--- config.mk ---
export PLATFORM = sky130hd
export DESIGN_NAME = gp_data_upsizer
export DESIGN_NICKNAME = d
export VERILOG_FILES = /design/src/rtl/gp_data_upsizer_pkg.sv /design/src/rtl/gp_upsizer_pack.sv /design/src/rtl/gp_data_upsizer.sv
export SDC_FILE = /design/constraint.sdc
export NUM_CORES = 1
export LEC_CHECK = 0
export CORE_ASPECT_RATIO = 1.4
export CORE_MARGIN = 3
export CORE_UTILIZATION = 35
export CTS_CLUSTER_DIAMETER = 100
export DETAILED_ROUTE_END_ITERATION = 8
export HOLD_SLACK_MARGIN = 0.02
export PLACE_DENSITY = 0.62
export RECOVER_POWER = 25
export SKIP_LAST_GASP = 1
export SYNTH_ARGS = -nofsm -noshare
export SYNTH_HDL_FRONTEND = slang
export SYNTH_SLANG_ARGS = --single-unit
--- constraint.sdc ---
create_clock -name clk_i -period 1.75 [get_ports clk_i]
set_input_delay 0.35 -clock clk_i [delete_from_list [all_inputs] [get_ports clk_i]]
set_output_delay 0.35 -clock clk_i [all_outputs]
set_load 0.1 [all_outputs]
--- src/rtl/gp_data_upsizer_pkg.sv ---
// rtl/gp_data_upsizer_pkg.sv - shared helpers for the gp_data_upsizer narrow-to-wide converter
package gp_data_upsizer_pkg;

  localparam int KEEP_MAX = 64;

  // Beat-counter width; never narrower than one bit.
  function automatic int cnt_width(input int ratio);
    return (ratio > 2) ? $clog2(ratio) : 1;
  endfunction

  // Thermometer mask with slots 0..cnt set.
  function automatic logic [KEEP_MAX-1:0] keep_mask(input int unsigned cnt);
    return (KEEP_MAX'(2) << cnt) - KEEP_MAX'(1);
  endfunction

endpackage

--- src/rtl/gp_upsizer_pack.sv ---
// rtl/gp_upsizer_pack.sv - assembly register and slot-write decode for gp_data_upsizer
module gp_upsizer_pack #(
  parameter int DATA_WIDTH_IN = 8,
  parameter int RATIO         = 4,
  parameter int CNT_WIDTH     = 2
) (
  input  logic                             clk_i,
  input  logic [CNT_WIDTH-1:0]             cnt_i,
  input  logic [DATA_WIDTH_IN-1:0]         beat_i,
  input  logic                             wr_en_i,
  output logic [DATA_WIDTH_IN*RATIO-1:0]   word_o
);

  logic [RATIO-2:0][DATA_WIDTH_IN-1:0] r_slots;

  always_ff @(posedge clk_i) begin
    for (int k = 0; k < RATIO - 1; k++) begin
      if (wr_en_i && (cnt_i == CNT_WIDTH'(k))) begin
        r_slots[k] <= beat_i;
      end
    end
  end

  // Word as it would close on this beat: earlier slots, current beat, zeros above.
  always_comb begin
    word_o = '0;
    for (int k = 0; k < RATIO - 1; k++) begin
      if (CNT_WIDTH'(k) < cnt_i) begin
        word_o[k*DATA_WIDTH_IN +: DATA_WIDTH_IN] = r_slots[k];
      end else if (CNT_WIDTH'(k) == cnt_i) begin
        word_o[k*DATA_WIDTH_IN +: DATA_WIDTH_IN] = beat_i;
      end
    end
    if (cnt_i == CNT_WIDTH'(RATIO - 1)) begin
      word_o[(RATIO-1)*DATA_WIDTH_IN +: DATA_WIDTH_IN] = beat_i;
    end
  end

endmodule

--- src/rtl/gp_data_upsizer.sv ---
// rtl/gp_data_upsizer.sv - packs RATIO narrow beats into one registered wide word
// Optional early-close/keep/last sideband enabled by GP_DATA_UPSIZER_LAST_EN.
module gp_data_upsizer
  import gp_data_upsizer_pkg::*;
#(
  parameter int DATA_WIDTH_IN = 8,
  parameter int RATIO         = 4
) (
  input  logic                             clk_i,
  input  logic                             rst_i,
  output logic                             rx_ready_o,
  input  logic                             rx_valid_i,
  input  logic [DATA_WIDTH_IN-1:0]         rx_data_i,
`ifdef GP_DATA_UPSIZER_LAST_EN
  input  logic                             rx_last_i,
  output logic                             tx_last_o,
  output logic [RATIO-1:0]                 tx_keep_o,
`endif
  input  logic                             tx_ready_i,
  output logic                             tx_valid_o,
  output logic [DATA_WIDTH_IN*RATIO-1:0]   tx_data_o
);

  localparam int DATA_WIDTH_OUT = DATA_WIDTH_IN * RATIO;
  localparam int CNT_WIDTH      = cnt_width(RATIO);

  if (RATIO < 2) begin : g_ratio_check
    $error("gp_data_upsizer: RATIO must be >= 2");
  end

  logic [CNT_WIDTH-1:0]      r_cnt;
  logic                      r_tx_valid;
  logic [DATA_WIDTH_OUT-1:0] r_tx_data;
  logic                      w_close;
  logic                      w_rx_xfer;
  logic                      w_tx_xfer;
  logic [DATA_WIDTH_OUT-1:0] w_word;

`ifdef GP_DATA_UPSIZER_LAST_EN
  assign w_close = (r_cnt == CNT_WIDTH'(RATIO - 1)) | rx_last_i;
`else
  assign w_close = (r_cnt == CNT_WIDTH'(RATIO - 1));
`endif

  // Only the closing beat waits for the output register to drain.
  assign rx_ready_o = ~w_close | ~r_tx_valid | tx_ready_i;
  assign w_rx_xfer  = rx_valid_i & rx_ready_o;
  assign w_tx_xfer  = r_tx_valid & tx_ready_i;

  gp_upsizer_pack #(
    .DATA_WIDTH_IN (DATA_WIDTH_IN),
    .RATIO         (RATIO),
    .CNT_WIDTH     (CNT_WIDTH)
  ) u_pack (
    .clk_i   (clk_i),
    .cnt_i   (r_cnt),
    .beat_i  (rx_data_i),
    .wr_en_i (w_rx_xfer & ~w_close),
    .word_o  (w_word)
  );

  always_ff @(posedge clk_i) begin
    if (rst_i) begin
      r_cnt      <= '0;
      r_tx_valid <= 1'b0;
    end else begin
      if (w_rx_xfer) begin
        r_cnt <= w_close ? '0 : r_cnt + CNT_WIDTH'(1);
      end
      if (w_rx_xfer && w_close) begin
        r_tx_valid <= 1'b1;
      end else if (w_tx_xfer) begin
        r_tx_valid <= 1'b0;
      end
    end
  end

  always_ff @(posedge clk_i) begin
    if (w_rx_xfer && w_close) begin
      r_tx_data <= w_word;
    end
  end

`ifdef GP_DATA_UPSIZER_LAST_EN
  logic             r_tx_last;
  logic [RATIO-1:0] r_tx_keep;

  always_ff @(posedge clk_i) begin
    if (rst_i) begin
      r_tx_last <= 1'b0;
      r_tx_keep <= '0;
    end else if (w_rx_xfer && w_close) begin
      r_tx_last <= rx_last_i;
      r_tx_keep <= RATIO'(keep_mask(32'(r_cnt)));
    end
  end

  assign tx_last_o = r_tx_last;
  assign tx_keep_o = r_tx_keep;
`endif

  assign tx_valid_o = r_tx_valid;
  assign tx_data_o  = r_tx_data;

endmodule
Word level (Yosys, flattened, before mapping)
Index checks and enable logic that the tools add are counted.
Storage, ports and cells
  register bits after elaboration: 59
  input bits: 12
  output and inout bits: 34
  word-level logic and storage cells: 38
Operators by class
  add/subtract/negate cells: 1
  order comparisons: 3
  eq/ne operators: 5
  multiplexer cells: 9
  bitwise gates (word level): 7
  reduce and logical (&&, ||, !) cells: 6
Operator list (number)
  8-bit 2-to-1 mux: 6
  2-bit equality test, second input constant: 2
  1-bit logical AND: 4
  1-bit by 2-bit less-than comparator with 1-bit output, first input constant: 2
  1-bit bitwise AND: 3
  2-bit by 1-bit adder with 2-bit output, second input constant: 1
  1-bit by 2-bit equality test with 1-bit output, first input constant: 1
  2-bit by 1-bit equality test with 1-bit output, second input constant: 1
  2-bit equality test, first input constant: 1
  2-bit logical NOT: 1
  2-bit less-than comparator, first input constant: 1
  1-bit 2-to-1 mux: 2
  2-bit 2-to-1 mux: 1
  1-bit inverter: 2
  1-bit OR: 2
  2-bit nonzero test: 1

Logic depth before layout (Yosys ltp)
  word-level depth: 7
  depth in mapped cells: 6

By module
Synthesis repeated with hierarchy kept, for this count alone.
Second synthesis, totals
  cells, all modules: 124
  area, all modules: 2343.5 um2
Modules (own cells, without submodules)
  gp_upsizer_pack: instances 1, cells an instance 75, area an instance 1201.2 um2
  gp_data_upsizer: instances 1, cells an instance 49, area an instance 1142.3 um2

Worst setup path after synthesis
Ideal clock, no wire load.
  path kind: reg-to-reg
  start point: register r_tx_valid (netlist: tx_valid_o)
  end point: register r_tx_data[0] (netlist: tx_data_o[0]), enable pin
  arrival time: 1.745 ns
  required time: 1.358 ns
  slack: -0.387 ns
  cell stages (with the launch flop): 3
  cells stage by stage: dfxtp_1 > nand2b_1 > and3_1
On the way
  longest elaborated chain between the ends: 5
RTL lines
  from (decl): line gp_data_upsizer.sv:32  | logic r_tx_valid;
  from (signal assigned): line gp_data_upsizer.sv:65  | r_tx_valid <= 1'b0;
  from (signal assigned): line gp_data_upsizer.sv:71  | r_tx_valid <= 1'b1;
  from (signal assigned): line gp_data_upsizer.sv:73  | r_tx_valid <= 1'b0;
  1-bit inverter: line gp_data_upsizer.sv:46  | assign rx_ready_o = ~w_close | ~r_tx_valid | tx_ready_i;
  1-bit OR (2 in series): line gp_data_upsizer.sv:46
  1-bit bitwise AND: line gp_data_upsizer.sv:47  | assign w_rx_xfer = rx_valid_i & rx_ready_o;
  1-bit logical AND: line gp_data_upsizer.sv:79  | if (w_rx_xfer && w_close) begin
  to (signal assigned): line gp_data_upsizer.sv:80  | r_tx_data <= w_word;
  to (decl): line gp_data_upsizer.sv:33  | logic [DATA_WIDTH_OUT-1:0] r_tx_data;
No other way between the ends.
A chain may end at the register's enable or synchronous reset.

Worst setup path in the final report
  start point: register r_cnt[0]
  end point: output rx_ready_o
On the way
  longest elaborated chain between the ends: 4
RTL lines
  from (decl): line gp_data_upsizer.sv:31  | logic [CNT_WIDTH-1:0] r_cnt;
  from (signal assigned): line gp_data_upsizer.sv:68  | r_cnt <= w_close ? '0 : r_cnt + CNT_WIDTH'(1);
  2-bit equality test: line gp_data_upsizer.sv:42  | assign w_close = (r_cnt == CNT_WIDTH'(RATIO - 1));
  1-bit inverter: line gp_data_upsizer.sv:46
  1-bit OR (2 in series): line gp_data_upsizer.sv:46
  to (decl): line gp_data_upsizer.sv:11  | output logic rx_ready_o,
No other way between the ends.

==> key figures <==
Run status
  – Outcome: complete, no violations

Logic synthesis
  – Post-synth EDFFs: 56
  – Synth unique cells: 21
  – Largest family of logic cells by synthesized area: simple AND/OR/NAND/NOR gates
  – Synth warn: 0
  – Post-Synth Adder-Cell Area: 2.21%
  – Synth async-reset ratio: 0%
  – Multiplexer area fraction after synthesis: 3.99%
  – Mapped cell area: 2260 µm²
  – Top FF cell, synth: edfxtp_1
  – FF+latch count, synth: 59
  – Synth Area in Compound Gates: 6.26%
  – Mapped Cells: 136
  – Fraction of the mapped netlist area in simple logic gates: 8.25%
  – Sequential fraction of the synthesis area: 77.1%
  – Synth Area in XOR/XNOR: 0%
  – Synthesized area per cell: 16.6 µm²
  – Syn nets: 152

Final layout
  – Antenna Cells: 0
  – Register area: 1740 µm²
  – Share of cells above drive strength 1: 34.2%
  – Synth-to-Final Area Change: 48.2%
  – Commonest cells after routing, fill and taps aside: edfxtp_1 (56), buf_12 (34), nand2_1 (18)
  – Multi-input gate area: 472 µm²
  – Final Net Count: 210
  – Most common cell after layout, fill and taps aside: edfxtp_1
  – Fill count: 492
  – Design Area, Final: 3350 µm²

Clock tree
  – CTS tree: yes
  – Maximum clock path buffer count: 2
  – Htree depth: 3
  – Clock Pin Slew Worst Setup and Hold Paths: 0.07 ns
  – CTS sink count: 59
  – Hold-fix buffers, CTS: 0
  – Clock Latency Late Sink: 0.33 ns
  – Setup Buffers After CTS: 0
  – Post_cts resized: 0
  – Root Driver: clkbuf_8
  – Cts bufs inserted: 9

Global routing
  – Antenna violations before repair: 0
  – Global Route Usage Sum: 12.3%
  – Gr ovfl total: 0
  – Largest net degree at the start of global routing: 25
  – Vias in the first global route: 1349
  – First-pass GRT wire length: 6660 µm

Power
  – VDD IR max: 0.658 mV
  – Power Density: 897 nW/µm²
  – Pleak: 1.26 nW

Setup path
  – Critical Path AT: 1.26 ns
  – Crit-path max FO: 5
  – Setup crit start kind: flip-flop
  – Worst EP required: 1.40 ns
  – Crit path kind: flip-flop to primary output
  – Crit. End Element: primary output

STA
  – Worst rel slew slack: 63.9%
  – Setup TNS: 0 ns
  – Unrepaired setup endpoints after global routing: false
  – Worst-Margin Slew: 0.544 ns
  – Final setup fails: 0
  – Final Hold Viols: 0
  – Period utilization: 92.0%
  – Worst Clk Skew: 0.00627 ns
  – Clock period minus worst slack: 1.61 ns
  – Count of pins over their slew limit: 0
  – Max Freq: 0.621 GHz

Placement
  – Port bufs: 45
  – Placed cell area: 3200 µm²
  – RD Place Congestion: 0.789
  – DP Wirelength: 2970 µm

Die
  – Starting density of the core: 36.1%
  – Die X: 73.9 µm
  – Ports: 46
  – Full die area: 7470 µm²
  – Die Span Y: 101 µm
  – Row count: 34
  – Core box area: 6250 µm²

Detailed routing
  – ANT nets after route: 0
  – Routed wire length: 4030 µm
  – Routed vias: 1323
  – Metal3 WL: 175 µm
  – Top Layer Used: met4
  – Initial DRT Pass Iterations: 4
  – Post-Route M1 WL: 1510 µm
  – Residual DRC: 0
  – Initial DRC Count: 30
  – Vias per cell: 4.88
  – Routed length on met2: 2260 µm
  – Wire length per cell: 14.9 µm

Run
  – Max-Cap Viols: 0

Hold path
  – Worst min-delay path class: flip-flop to flip-flop
## report_power, final
group / total [mW] / internal [mW] / switching [mW]
Clock: 1.13 / 0.636 / 0.490
Combinational: 0.268 / 0.115 / 0.153
Sequential: 1.61 / 1.60 / 0.0158
Total: 3.01 / 2.35 / 0.659
## path summary, 6_finish.rpt
kind                                     start                      end  slack (ns)  cells past startpoint
setup / recovery         r_cnt[0]$_SDFFE_PP0N_               rx_ready_o        0.14                      3
hold / removal    u_pack.r_slots[20]$_DFFE_PP_  tx_data_o[20]$_DFFE_PP_        0.52                      2
setup reg to reg         r_cnt[0]$_SDFFE_PP0N_   tx_data_o[3]$_DFFE_PP_        0.23                      3
hold reg to reg   u_pack.r_slots[20]$_DFFE_PP_  tx_data_o[20]$_DFFE_PP_        0.52                      2
## synthesized netlist by cell type, drive strengths merged (2+ instances only)
| cell | n | area, µm² |
|---|---|---|
| and2 | 11 | 68.8 |
| a22o | 8 | 70.1 |
| nand2 | 18 | 67.6 |
| edfxtp | 56 | 1680 |
| ha | 4 | 50.1 |
| dfxtp | 3 | 60.1 |
| mux2 | 8 | 90.1 |
| buf | 5 | 31.3 |
| nor2b | 2 | 12.5 |
| clkbuf | 2 | 7.51 |
| inv | 3 | 11.3 |
| o21ai | 8 | 40.0 |
## metrics by stage
step                      util [%]  setup slack, ns  std cells  hold slack [ns]  total power, mW
after floorplan                  -            0.186        136            0.412             1.79
after detailed placement      51.1           -0.125        255            0.515             1.92
after global placement        51.1          -0.0714        255            0.511             1.90
after global routing          53.6           0.0750        271            0.563             3.13
final                         53.6            0.140        271            0.523             3.01
after CTS                     54.0           0.0612        271            0.528             3.05
## cell type report
class | count | share of cell area (%)
Clock buffer | 9 | 3.70
Clock inverter | 7 | 1.76
Inverter | 3 | 0.336
Multi-Input combinational cell | 67 | 14.1
Sequential cell | 59 | 52.0
Tap cell | 72 | 2.69
Timing Repair Buffer | 54 | 25.4
## sequential cells by signal, indices dropped and copies added, names as in the netlist
name / flops
r_cnt: 2
tx_data_o: 32
tx_valid_o: 1
u_pack.r_slots: 24
## critical path: stages, from the launching register on
cell      delay (ns)
dfxtp_1         0.37
ha_2            0.27
nand3b_4        0.12
buf_12          0.18
## kinds of logic after synthesis
| logic type | after synthesis |
|---|---|
| AND/OR/NAND/NOR | 35 |
| flip-flops | 59 |
| multiplexers | 8 |
| buffers and inverters | 10 |
| adder cells (fa/ha/maj) | 4 |
| AO/OA/AOI/OAI | 20 |
## metal layers
| layer | vias up | global-route usage [%] |
|---|---|---|
| met5 | - | 0 |
| met2 | 38 | 21.4 |
| met3 | 7 | 2.69 |
| met1 | 658 | 13.1 |
| li1 | 620 | - |
| met4 | 0 | 7.95 |
Note: power is estimated with default switching activity, not from simulation.
